## src/rtl/rx_word_unpacker.sv

```systemverilog
// rx_word_unpacker
// Pops 32-bit words from the receive FIFO and streams each one as four bytes
// over a valid/ready interface. Keeps a per-frame word count and pulses
// o_frame_done when the last byte of the final word of a frame is accepted.

module rx_word_unpacker #(
    parameter int FRAME_WORDS = 1024,
    parameter int CNT_W       = 16,
    parameter bit MSB_FIRST   = 1'b1
) (
    input  logic             i_clock,
    input  logic             i_reset_n,
    input  logic             i_flush,
    input  logic [31:0]      i_fifo_output_word,
    input  logic             i_fifo_is_empty_sig,
    output logic             o_read_next_word_cmd,
    output logic [7:0]       o_byte_data,
    output logic             o_byte_valid,
    input  logic             i_byte_ready,
    output logic [CNT_W-1:0] o_word_count,
    output logic             o_frame_done,
    output logic             o_busy
);

    typedef enum logic [1:0] {
        IDLE  = 2'd0,
        FETCH = 2'd1,
        LATCH = 2'd2,
        SEND  = 2'd3
    } state_t;

    // Count value of the last word in a frame; the word after it wraps to 0.
    localparam logic [CNT_W-1:0] LAST_CNT = CNT_W'(FRAME_WORDS - 1);
    // Byte lane of the FIFO word that goes out first.
    localparam int FIRST_LANE = MSB_FIRST ? 3 : 0;

    state_t      state;
    logic [31:0] word;
    logic [1:0]  idx;
    logic [1:0]  idx_next;
    logic        pending;
    logic        accept;

    // Latched word split into bytes in transmit order.
    logic [7:0]  word_bytes [4];

    for (genvar gi = 0; gi < 4; gi++) begin : g_byte
        localparam int SEL = MSB_FIRST ? (3 - gi) : gi;
        assign word_bytes[gi] = word[SEL*8 +: 8];
    end

    assign idx_next = idx + 2'd1;
    assign accept   = o_byte_valid && i_byte_ready;
    assign o_busy   = (state != IDLE);

    // Main control FSM with registered FIFO request, byte stream and counters.
    always_ff @(posedge i_clock or negedge i_reset_n) begin
        if (!i_reset_n) begin
            state                <= IDLE;
            word                 <= '0;
            idx                  <= '0;
            pending              <= 1'b0;
            o_read_next_word_cmd <= 1'b0;
            o_byte_data          <= '0;
            o_byte_valid         <= 1'b0;
            o_word_count         <= '0;
            o_frame_done         <= 1'b0;
        end else begin
            o_read_next_word_cmd <= 1'b0;
            o_frame_done         <= 1'b0;
            if (i_flush) begin
                // Abandon whatever is in flight, including a pop already issued.
                state        <= IDLE;
                idx          <= '0;
                pending      <= 1'b0;
                o_byte_valid <= 1'b0;
                o_word_count <= '0;
            end else begin
                case (state)
                    IDLE: begin
                        // Empty flag is only looked at here, so no pop can underflow.
                        if (!i_fifo_is_empty_sig) begin
                            state                <= FETCH;
                            o_read_next_word_cmd <= 1'b1;
                        end
                    end
                    FETCH: begin
                        // FIFO pops at the end of this cycle; q is valid next cycle.
                        state <= LATCH;
                    end
                    LATCH: begin
                        word         <= i_fifo_output_word;
                        idx          <= '0;
                        o_byte_valid <= 1'b1;
                        o_byte_data  <= i_fifo_output_word[FIRST_LANE*8 +: 8];
                        if (o_word_count == LAST_CNT) begin
                            o_word_count <= '0;
                            pending      <= 1'b1;
                        end else begin
                            o_word_count <= o_word_count + 1'b1;
                        end
                        state <= SEND;
                    end
                    SEND: begin
                        if (accept) begin
                            if (idx == 2'd3) begin
                                o_byte_valid <= 1'b0;
                                state        <= IDLE;
                                if (pending) begin
                                    o_frame_done <= 1'b1;
                                    pending      <= 1'b0;
                                end
                            end else begin
                                idx         <= idx_next;
                                o_byte_data <= word_bytes[idx_next];
                            end
                        end
                    end
                    default: begin
                        state <= IDLE;
                    end
                endcase
            end
        end
    end

endmodule

```

## config.mk

```make
export PLATFORM = sky130hd
export DESIGN_NAME = rx_word_unpacker
export DESIGN_NICKNAME = d
export VERILOG_FILES = /design/src/rtl/rx_word_unpacker.sv
export SDC_FILE = /design/constraint.sdc
export NUM_CORES = 1
export LEC_CHECK = 0
export BUFFER_PORTS_ARGS = -buffer_cell sky130_fd_sc_hd__buf_2
export CORE_ASPECT_RATIO = 0.8
export CORE_MARGIN = 1.5
export CORE_UTILIZATION = 40
export CTS_CLUSTER_DIAMETER = 50
export DETAILED_ROUTE_END_ITERATION = 12
export GPL_TIMING_DRIVEN = 0
export PLACE_DENSITY = 0.69
export SYNTH_ARGS = -nofsm -noshare
export SYNTH_HDL_FRONTEND = slang
export SYNTH_SLANG_ARGS = --single-unit
```

## constraint.sdc

```tcl
create_clock -name i_clock -period 2.6 [get_ports i_clock]
set_input_delay 0.52 -clock i_clock [delete_from_list [all_inputs] [get_ports i_clock]]
set_output_delay 0.52 -clock i_clock [all_outputs]
set_load 0.005 [all_outputs]
```

==> impl_metrics.env <==
export IMPL_clkTransAtPathRegs_ps=80
export IMPL_critPathLaunchType="flip-flop"
export IMPL_arrival_ps=2220
export IMPL_start_util=0.418
export IMPL_first_pass_iters=4
export IMPL_synth_fp_nets=360
export IMPL_crit_start="idx[1]$_DFFE_PN0P_"
export IMPL_yosysSeqAreaShare=0.511
export IMPL_max_freq_ghz=0.504
export IMPL_worstPathRequired_ps=2830
export IMPL_drtIter0Drc=119
export IMPL_nNetsFinal=434
export IMPL_ant_nets=0
export IMPL_cp_max_fo=9
export IMPL_reg2reg_depth=5
export IMPL_slew_viol_final=0
export IMPL_hpwlAfterDp_mm=5.21
export IMPL_cts_buffers=9
export IMPL_viasPerCell=5.06
export IMPL_status="complete, no violations"
export IMPL_io_pins=65
export IMPL_wl_per_cell_um=14.7
export IMPL_crit_family="multiplexers"
export IMPL_die_h_um=82.2
export IMPL_crit_buf_inv=1
export IMPL_hold_worst_slack_ps=245
export IMPL_dpl_cell_count=486
export IMPL_areaGrowthSynthToFinish_pct=20.1
export IMPL_synth_async_reset_ratio=1.00
export IMPL_skew_ps=7.01
export IMPL_dieArea_um2=8380
export IMPL_wl_mm=7.40
export IMPL_cts_resized=0
export IMPL_diodes=0
export IMPL_synthTopCellsByArea="dfrtp_1 51%, nand2_1 12%, mux4_2 5.7%, mux2i_1 3.5%, nor2_1 2.6%"
export IMPL_cts_tree="built"
export IMPL_antenna_found_initial=0
export IMPL_post_cts_setup_buffer_count=0
export IMPL_tns_ps=0
export IMPL_synth_top_area_frac=0.511
export IMPL_p_leak_nw=1.85
export IMPL_clock_sinks=64
export IMPL_synth_edf_count=0
export IMPL_drive_gt1_frac=0.264
export IMPL_track_usage=0.190
export IMPL_r2r_start="idx[1]$_DFFE_PN0P_"
export IMPL_path_class="flip-flop to flip-flop"
export IMPL_critical_path_endpoint_type="flip-flop"
export IMPL_irDropWorstVdd_uv=357
export IMPL_grt_ovfl_total=0
export IMPL_synth_area_um2=3140
export IMPL_maxCapViolations=0
export IMPL_num_vias=2540
export IMPL_hold_class="input port to asynchronous set/reset pin"
export IMPL_port_buffers=63
export IMPL_post_route_min_period_ps=1990
export IMPL_die_x_um=102
export IMPL_ys_ff_latch=64
export IMPL_max_slew_worst_pin_slew_ps=809
export IMPL_postSynthAreaPerCell_um2=9.86
export IMPL_core_area_um2=7500
export IMPL_synth_cell_type_count=41
export IMPL_power_mw=3.24
export IMPL_first_global_vias=2390
export IMPL_cp_depth=5
export IMPL_grt_setup_unrepaired="no"
export IMPL_powerDensity_nw_per_um2=860
export IMPL_fin_crit_sh=0.764
export IMPL_clockBufferDepth=2
export IMPL_yosysTopAreaCell="dfrtp_1"
export IMPL_synth_warnings=0
export IMPL_maxSlewHeadroom=0.461
export IMPL_slowest_stage="clkbuf_1"
export IMPL_worstPathCellList="ha_1 > clkbuf_1 > mux4_2 > mux2i_1 > a21oi_1"
export IMPL_std_cell_rows=28
export IMPL_hold_buffers=0
export IMPL_synth_main_ff_cell="dfrtp_1"
export IMPL_grt_max_degree=65
export IMPL_cts_root_buffer="clkbuf_8"
export IMPL_final_util=0.502
export IMPL_grt_first_pass_wirelength_mm=11.9
export IMPL_htree_levels=3
export IMPL_worstSkewPairLatency_ps=350
export IMPL_synthCells=318
export IMPL_finalHoldViolCount=0
export IMPL_instances_no_fill=502
export IMPL_drcViolationCount=0
export IMPL_setup_viol=0
export IMPL_globalplace_congestion=0.822
export IMPL_critical_path_max_stage_delay_ps=440
==> worst reg2reg max path: stages, from the launching register on <==
cell	delay (ps)
dfrtp_1	400
ha_1	270
clkbuf_1	440
mux4_2	400
mux2i_1	250
a21oi_1	110
==> registers in the layout (all words and copies together) (netlist names) <==
name and cells:
o_read_next_word_cmd 1, o_byte_valid 1, o_frame_done 1, state 2, idx 2, pending 1
word 32, o_byte_data 8, o_word_count 16
==> cells in the mapped netlist (2+ instances only) <==
master / number
ha_1: 5
nand2_1: 101
inv_1: 6
nor2_1: 22
nor4_1: 3
mux2_2: 2
and4_1: 3
a22o_1: 3
nand2b_1: 4
o21ai_0: 2
dfrtp_1: 64
buf_2: 4
nand4_1: 8
nand3b_1: 3
a21o_1: 2
a22oi_1: 2
mux2i_1: 11
buf_6: 3
mux4_2: 8
nor3_1: 3
clkbuf_1: 9
nand3_1: 8
a31oi_1: 5
or2_2: 2
nand4b_1: 2
a21oi_1: 15
xnor2_1: 4
==> kinds of logic (layout without fill, tap and decap cells) <==
family                     Yosys count  in the layout  synth area share
muxes                               21             21            0.0998
DFF                                 64             64             0.511
adders and majority gates            5              5            0.0200
buffers and inverters               24            103            0.0387
xor gates and xnor gates             5              5            0.0140
and+or+nand+nor                    165            165             0.241
AOI/OAI and AO/OA                   34             34            0.0758
==> metal layers <==
layer  up-vias  routed length (um)  GRT usage
li1       1233                   -          -
met1      1214                3600      0.264
met2        85                3280      0.285
met3         8                 427     0.0572
met4         0                  91     0.0630
met5         -                   0          0
==> cell usage in the layout (no fill, tap or decap), drive strengths merged, types with 3 or more instances in the layout <==
| cell type | Yosys | layout |
|---|---|---|
| nand4 | 8 | 8 |
| buf | 9 | 72 |
| ha | 5 | 5 |
| nor2 | 22 | 22 |
| and4 | 3 | 3 |
| clkinvlp | 0 | 4 |
| nand3b | 3 | 3 |
| xnor2 | 4 | 4 |
| dfrtp | 64 | 64 |
| inv | 6 | 8 |
| a21oi | 16 | 16 |
| mux2i | 11 | 11 |
| a31oi | 5 | 5 |
| nand2 | 101 | 101 |
| nand3 | 8 | 8 |
| nand2b | 5 | 5 |
| nor3 | 3 | 3 |
| mux4 | 8 | 8 |
| nor4 | 4 | 4 |
| clkbuf | 9 | 18 |
| a22o | 3 | 3 |
==> layout make-up <==
type,instances,area (um^2)
Inverter,6,22.5
Tap cell,105,131
Clock buffer,9,124
Timing Repair Buffer,63,318
Multi-Input combinational cell,230,1410
Sequential cell,64,1600
Clock inverter,7,56.3
Fill cell,730,3730
Buffer,18,98.8
==> power breakdown <==
| group | switching, mW | total, mW | internal [mW] |
|---|---|---|---|
| logic | 0.480 | 0.903 | 0.423 |
| clock network | 0.433 | 0.785 | 0.353 |
| registers | 0.217 | 1.55 | 1.33 |
==> worst paths after layout <==
check / endpoint / slack (ps)
min in group i_clock: o_read_next_word_cmd$_DFF_PN0_ / 340
worst max-delay path: o_byte_data[2]$_DFFE_PN0P_ / 610
worst min register to register: word[31]$_DFFE_PN0P_ / 480
max in group asynchronous: o_word_count[9]$_DFFE_PN0P_ / 1810
worst max register to register: o_byte_data[2]$_DFFE_PN0P_ / 610
worst min-delay path: o_word_count[6]$_DFFE_PN0P_ / 240
==> per-stage QoR <==
stage                     cell area (um^2)  worst slack, ps
after floorplan                       3140              924
after global placement                3580              685
after detailed placement              3580              658
after CTS                             3760              626
after global routing                  3760              447
final                                 3760              614
Note: power is estimated with default switching activity, not from simulation.
